==> config.mk <==
export PLATFORM = sky130hd
export DESIGN_NAME = cascade_counter
export DESIGN_NICKNAME = d
export VERILOG_FILES = /design/src/rtl/cascade_counter_pkg.sv /design/src/rtl/cascade_counter_mod_digit.sv /design/src/rtl/cascade_counter.sv
export SDC_FILE = /design/constraint.sdc
export NUM_CORES = 1
export LEC_CHECK = 0
export CAP_MARGIN = 20
export CORE_UTILIZATION = 40
export CTS_CLUSTER_SIZE = 14
export DETAILED_ROUTE_END_ITERATION = 8
export PLACE_DENSITY = 0.66
export SYNTH_ARGS = -nofsm -noshare
export SYNTH_HDL_FRONTEND = slang
export SYNTH_HIERARCHICAL = 1
export SYNTH_SLANG_ARGS = --single-unit
==> constraint.sdc <==
create_clock -name clock -period 3 [get_ports clock]
set_input_delay 0.6 -clock clock [delete_from_list [all_inputs] [get_ports clock]]
set_output_delay 0.6 -clock clock [all_outputs]
set_load 0.03 [all_outputs]
==> src/rtl/cascade_counter_pkg.sv <==
`default_nettype none
// ============================================================================
// Module  : cascade_counter_pkg
// Brief   : Shared defaults and digit-width helper for the cascade counter.
// Revision: 1.0
// ============================================================================
package cascade_counter_pkg;

    // Smallest digit width able to hold values 0..modulus-1.
    function automatic int digit_width(input int modulus);
        int w;
        w = 1;
        while ((1 << w) < modulus) begin
            w++;
        end
        return w;
    endfunction

    localparam int DEF_DIGITS  = 2;
    localparam int DEF_MODULUS = 10;
    localparam int DEF_DIGIT_W = digit_width(DEF_MODULUS);

endpackage : cascade_counter_pkg
`default_nettype wire

==> src/rtl/cascade_counter_mod_digit.sv <==
`default_nettype none
// ============================================================================
// Module  : mod_digit
// Brief   : One modulo-MODULUS digit with clear, load, increment and decrement.
// Revision: 1.0
// ============================================================================
module mod_digit
    import cascade_counter_pkg::*;
#(
    parameter int DIGIT_W = DEF_DIGIT_W,
    parameter int MODULUS = DEF_MODULUS
) (
    input  logic               clk,
    input  logic               rst_n,
    input  logic               i_clear,
    input  logic               i_load,
    input  logic [DIGIT_W-1:0] i_load_val,
    input  logic               i_inc,
    input  logic               i_dec,
    output logic [DIGIT_W-1:0] o_val,
    output logic               o_at_max,
    output logic               o_at_zero
);

    localparam logic [DIGIT_W-1:0] c_MAX = DIGIT_W'(MODULUS - 1);

    logic [DIGIT_W-1:0] r_val;
    logic               w_load_ok;

    // Compare in 32 bits so MODULUS == 2**DIGIT_W does not truncate.
    assign w_load_ok = (32'(i_load_val) < 32'(MODULUS));

    always_ff @(posedge clk or negedge rst_n) begin
        if (!rst_n) begin
            r_val <= '0;
        end else if (i_clear) begin
            r_val <= '0;
        end else if (i_load) begin
            r_val <= w_load_ok ? i_load_val : '0;
        end else if (i_inc) begin
            r_val <= o_at_max ? '0 : r_val + 1'b1;
        end else if (i_dec) begin
            r_val <= o_at_zero ? c_MAX : r_val - 1'b1;
        end
    end

    assign o_val     = r_val;
    assign o_at_max  = (r_val == c_MAX);
    assign o_at_zero = (r_val == '0);

endmodule : mod_digit
`default_nettype wire

==> src/rtl/cascade_counter.sv <==
`default_nettype none
// ============================================================================
// Module  : cascade_counter
// Brief   : DIGITS-digit up/down cascaded modulo counter with tc and wrap.
// Revision: 1.0
// ============================================================================
module cascade_counter
    import cascade_counter_pkg::*;
#(
    parameter int DIGITS  = DEF_DIGITS,
    parameter int DIGIT_W = DEF_DIGIT_W,
    parameter int MODULUS = DEF_MODULUS
) (
    input  logic                      clock,
    input  logic                      reset,
    input  logic                      io_en,
    input  logic                      io_up,
    input  logic                      io_clear,
    input  logic                      io_load,
    input  logic [DIGITS*DIGIT_W-1:0] io_load_val,
    output logic [DIGITS*DIGIT_W-1:0] io_count,
    output logic                      io_tc,
    output logic                      io_wrap
);

    logic [DIGITS-1:0] w_at_max;
    logic [DIGITS-1:0] w_at_zero;
    logic [DIGITS-1:0] w_inc;
    logic [DIGITS-1:0] w_dec;
    logic              w_step;
    logic              w_all_max;
    logic              w_all_zero;
    logic              w_wrap_now;
    logic              r_wrap;

    // Counting happens only when neither clear nor load owns this edge.
    assign w_step = io_en & ~io_clear & ~io_load;

    generate
        for (genvar k = 0; k < DIGITS; k++) begin : g_digit
            // Bits at and above k forced to 1 so only lower digits matter.
            localparam logic [DIGITS-1:0] c_LO_MASK = DIGITS'((64'd1 << k) - 64'd1);

            assign w_inc[k] = w_step &  io_up & (&(w_at_max  | ~c_LO_MASK));
            assign w_dec[k] = w_step & ~io_up & (&(w_at_zero | ~c_LO_MASK));

            mod_digit #(
                .DIGIT_W (DIGIT_W),
                .MODULUS (MODULUS)
            ) u_digit (
                .clk        (clock),
                .rst_n      (reset),
                .i_clear    (io_clear),
                .i_load     (io_load),
                .i_load_val (io_load_val[k*DIGIT_W +: DIGIT_W]),
                .i_inc      (w_inc[k]),
                .i_dec      (w_dec[k]),
                .o_val      (io_count[k*DIGIT_W +: DIGIT_W]),
                .o_at_max   (w_at_max[k]),
                .o_at_zero  (w_at_zero[k])
            );
        end
    endgenerate

    assign w_all_max  = &w_at_max;
    assign w_all_zero = &w_at_zero;
    assign io_tc      = io_up ? w_all_max : w_all_zero;
    assign w_wrap_now = w_step & io_tc;

    always_ff @(posedge clock or negedge reset) begin
        if (!reset) begin
            r_wrap <= 1'b0;
        end else begin
            r_wrap <= w_wrap_now;
        end
    end

    assign io_wrap = r_wrap;

endmodule : cascade_counter
`default_nettype wire

==> key figures <==
Setup path
  • Data required time at the worst endpoint: 2.40 ns
  • Type of the worst setup path: reg -> out
  • Endpoint kind of the worst setup timing path: output port
  • CP max stage delay: 0.66 ns
  • Worst path arrival time: 2.08 ns
  • Number of cells on the worst reg-to-reg path: 6
  • Peak fanout along the critical path: 11
  • Capture point of the worst reg-to-reg path: g_digit[1].u_digit/o_val[2]
  • Source of the worst register-to-register timing path: g_digit[0].u_digit/o_val[1]
  • CP cell instances: nor4_1 -> nand3b_1 -> nand2_1 -> clkdlybuf4s50_1
  • R2r setup slk: 0.79 ns
  • Nature of the critical path startpoint: flop
  • Critical Path Slowest Stage Cell: clkdlybuf4s50_1

Layout
  • Area growth from synthesis to layout: 32.3%
  • Post-route insts no fill: 159
  • Most common cell after layout, fill and taps aside: clkdlybuf4s50_1
  • Nets: 147
  • Fraction of layout cells with a size suffix above 1: 0.114
  • # fillers: 180
  • Number of antenna cells inserted: 0
  • Utilization after layout: 0.567
  • Most frequent cells in the layout: clkdlybuf4s50_1 (23), nand2_1 (13), nor2_1 (9), dfrtp_1 (9), a21oi_1 (7)

Floorplan
  • Die Outline Area: 2310 sq um
  • Die span in x: 48.1 um
  • Starting utilization of the core area: 0.429
  • I/O pin cnt: 24
  • Die H: 48.1 um
  • Core Footprint: 1980 sq um
  • Count of standard-cell rows: 16

Timing
  • Number of max-slew violations in the final report: 0
  • Least-Margin Pin Slew: 0.426 ns
  • Final worst slack: 0.316 ns
  • Final cycle utilization of the critical path: 0.895
  • Fin Clk Skew: 0.00253 ns
  • Slew headroom: 0.715
  • Setup repair after global routing missed its margin: no
  • Crit path time final: 2.68 ns
  • Max Fclk: 373 MHz
  • Final Hold Violating Endpoints: 0
  • # setup viols final: 0
  • Total negative slack for setup checks: 0 ns

Yosys
  • Seq/Total Area, Yosys: 0.265
  • Number of enable flip-flop cells after synthesis: 0
  • Post-synth net total: 125
  • Async set-reset flop share out of synthesis: 1.00
  • Cell types occupying the most area after synthesis: dfrtp_1 (27%), nand2_1 (5.7%), mux2i_1 (4.7%)
  • Number of warnings printed during yosys synthesis: 6
  • Mean instance size in the synthesized netlist: 7.65 sq um
  • Post-synthesis instance area: 850 sq um
  • Synth Register Bits: 9
  • Number of distinct library cells after synthesis: 31
  • Cell taking the most area after synthesis: dfrtp_1
  • Cell count after synthesis: 111
  • Most instantiated flip-flop cell in the synthesis netlist: dfrtp_1
  • Post-synth top area share: 0.265

Flow run
  • Number of maximum-capacitance violations: 0

Clock tree
  • Post-cts hold buffer count: 0
  • Clock-pin transition on the worst setup and hold timing paths: 0.06 ns
  • Post-CTS sizing: 0
  • Skew-Pair Late Insertion Delay: 0.26 ns
  • Clock Tree Root: clkbuf_4
  • Sinks on Clock Net: 9
  • CTS tree: yes
  • Total clock buffers created by CTS: 3
  • Htree depth: 1
  • Worst-case clock buffer depth: 2
  • Post-CTS Setup Bufs: 0

Route
  • DRC violations left: 0
  • DRC marker count from the first detailed-route iteration: 15
  • Total wirelength of the detailed-routed design: 2140 um
  • Via total after detailed routing: 911
  • Number of search-and-repair iterations in the first detailed-routing pass: 4
  • Post-DR wirelength/cell: 13.5 um
  • Post-route antenna net violation count: 0
  • Detail-routed via count per cell: 5.73

Pwr
  • Internal Pwr Total: 236 uW
  • Clock network power share: 0.266
  • Share of total power in combinational logic: 0.323
  • Power dissipated by switching net loads: 119 uW
  • Fraction of power consumed by sequential logic: 0.412
  • Switching portion of total power: 0.335
  • Leakage power summed over all cells: 0.000446 uW
  • Power density relative to cell area: 316 nW/um^2
  • Peak supply drop: 276 uV

Placement
  • Setup slack after placement: 0.257 ns
  • Final HPWL DP: 1540 um
  • Buffers added on ports: 23
  • Final weighted congestion of routability-driven global placement: 0.765
  • Placed Instances: 155

Hold path
  • Hold/Removal Path Class: in -> async

Global route
  • Maximum number of pins on one net before global-route repair: 20
  • Sum of overflow across all layers after global routing: 0
  • Number of antenna violations at the first check in global routing: 0
  • Aggregate global-route resource usage: 0.218
  • Via count of the first global-routing pass: 768
  • First-pass GRT wire length: 3500 um

Outcome
  • Result of the run: finished, final reports clean
-- metrics by stage --
stage / hold WS (ns) / cell area [sq um] / power (uW)
CTS: 0.652 / 1120 / 359
global placement: 0.746 / 1100 / 261
detailed placement: 0.762 / 1100 / 263
global route: 0.663 / 1120 / 384
finish: 0.639 / 1120 / 355
floorplan: 0.304 / 850 / 212
-- cell type report --
class	count	area, sq um	area share
Clock buffer	3	22.5	0.0200
Clock inverter	1	5.00	0.00445
Inverter	2	7.51	0.00668
Multi-Input combinational cell	88	554	0.493
Sequential cell	9	225	0.200
Tap cell	27	33.8	0.0301
Timing Repair Buffer	29	275	0.245
-- cell usage after synthesis, types with 3 or more instances --
cell type   n
a211o_1     4
a211oi_1    4
a21oi_1     7
and3_1      3
clkbuf_1    8
dfrtp_1     9
mux2i_1     4
nand2_1    13
nand3_1     5
nor2_1      9
nor3_1      6
nor4_1      6
-- layer usage --
metal / up-vias / share of wire / GRT usage / routed length, um
met2: 24 / 0.44 / 0.311 / 941
met3: 0 / 0.053 / 0.0792 / 113
li1: 455 / - / - / -
met5: - / 0 / 0 / 0
met4: 0 / 0 / 0.0167 / 0
met1: 432 / 0.51 / 0.326 / 1080
-- worst max-delay path by stage --
stage | cells past startpoint | slack, ns | startpoint | end
floorplan | 7 | 0.69 | g_digit[0].u_digit/o_val[2] | g_digit[1].u_digit/o_val[2]
global placement | 7 | 0.30 | io_en | g_digit[1].u_digit/o_val[2]
detailed placement | 7 | 0.26 | io_clear | g_digit[1].u_digit/o_val[2]
CTS | 4 | 0.33 | g_digit[0].u_digit/o_val[1] | io_tc
global route | 4 | 0.13 | g_digit[0].u_digit/o_val[1] | io_tc
finish | 4 | 0.32 | g_digit[0].u_digit/o_val[1] | io_tc
-- power groups by stage --
stage               registers (uW)  logic, uW  clock network (uW)
floorplan                      146       66.0                   0
finish                         146        115                94.4
detailed placement             148        114                   0
CTS                            146        115                98.4
global placement               148        113                   0
global route                   148        126                 109
-- critical path, delay by kind of cell (launching register included) --
kind | cells | cell delay (ns)
buffers and inverters | 1 | 0.66
AND/OR/NAND/NOR | 3 | 0.64
flip-flops | 1 | 0.51
-- registers in the layout, indices dropped and copies added, names as in the netlist --
signal                 flops
g_digit.u_digit/o_val      8
io_wrap                    1
-- kinds of logic (layout without fill, tap and decap cells) --
kind of cell	after synthesis	in the layout	synth area share
buffers and inverters	14	35	0.0825
flip-flops	9	9	0.265
multiplexers	4	4	0.0471
AND/OR/NAND/NOR	51	51	0.320
AO/OA/AOI/OAI	33	33	0.286
No activity file was read; power rests on OpenSTA's default activity.
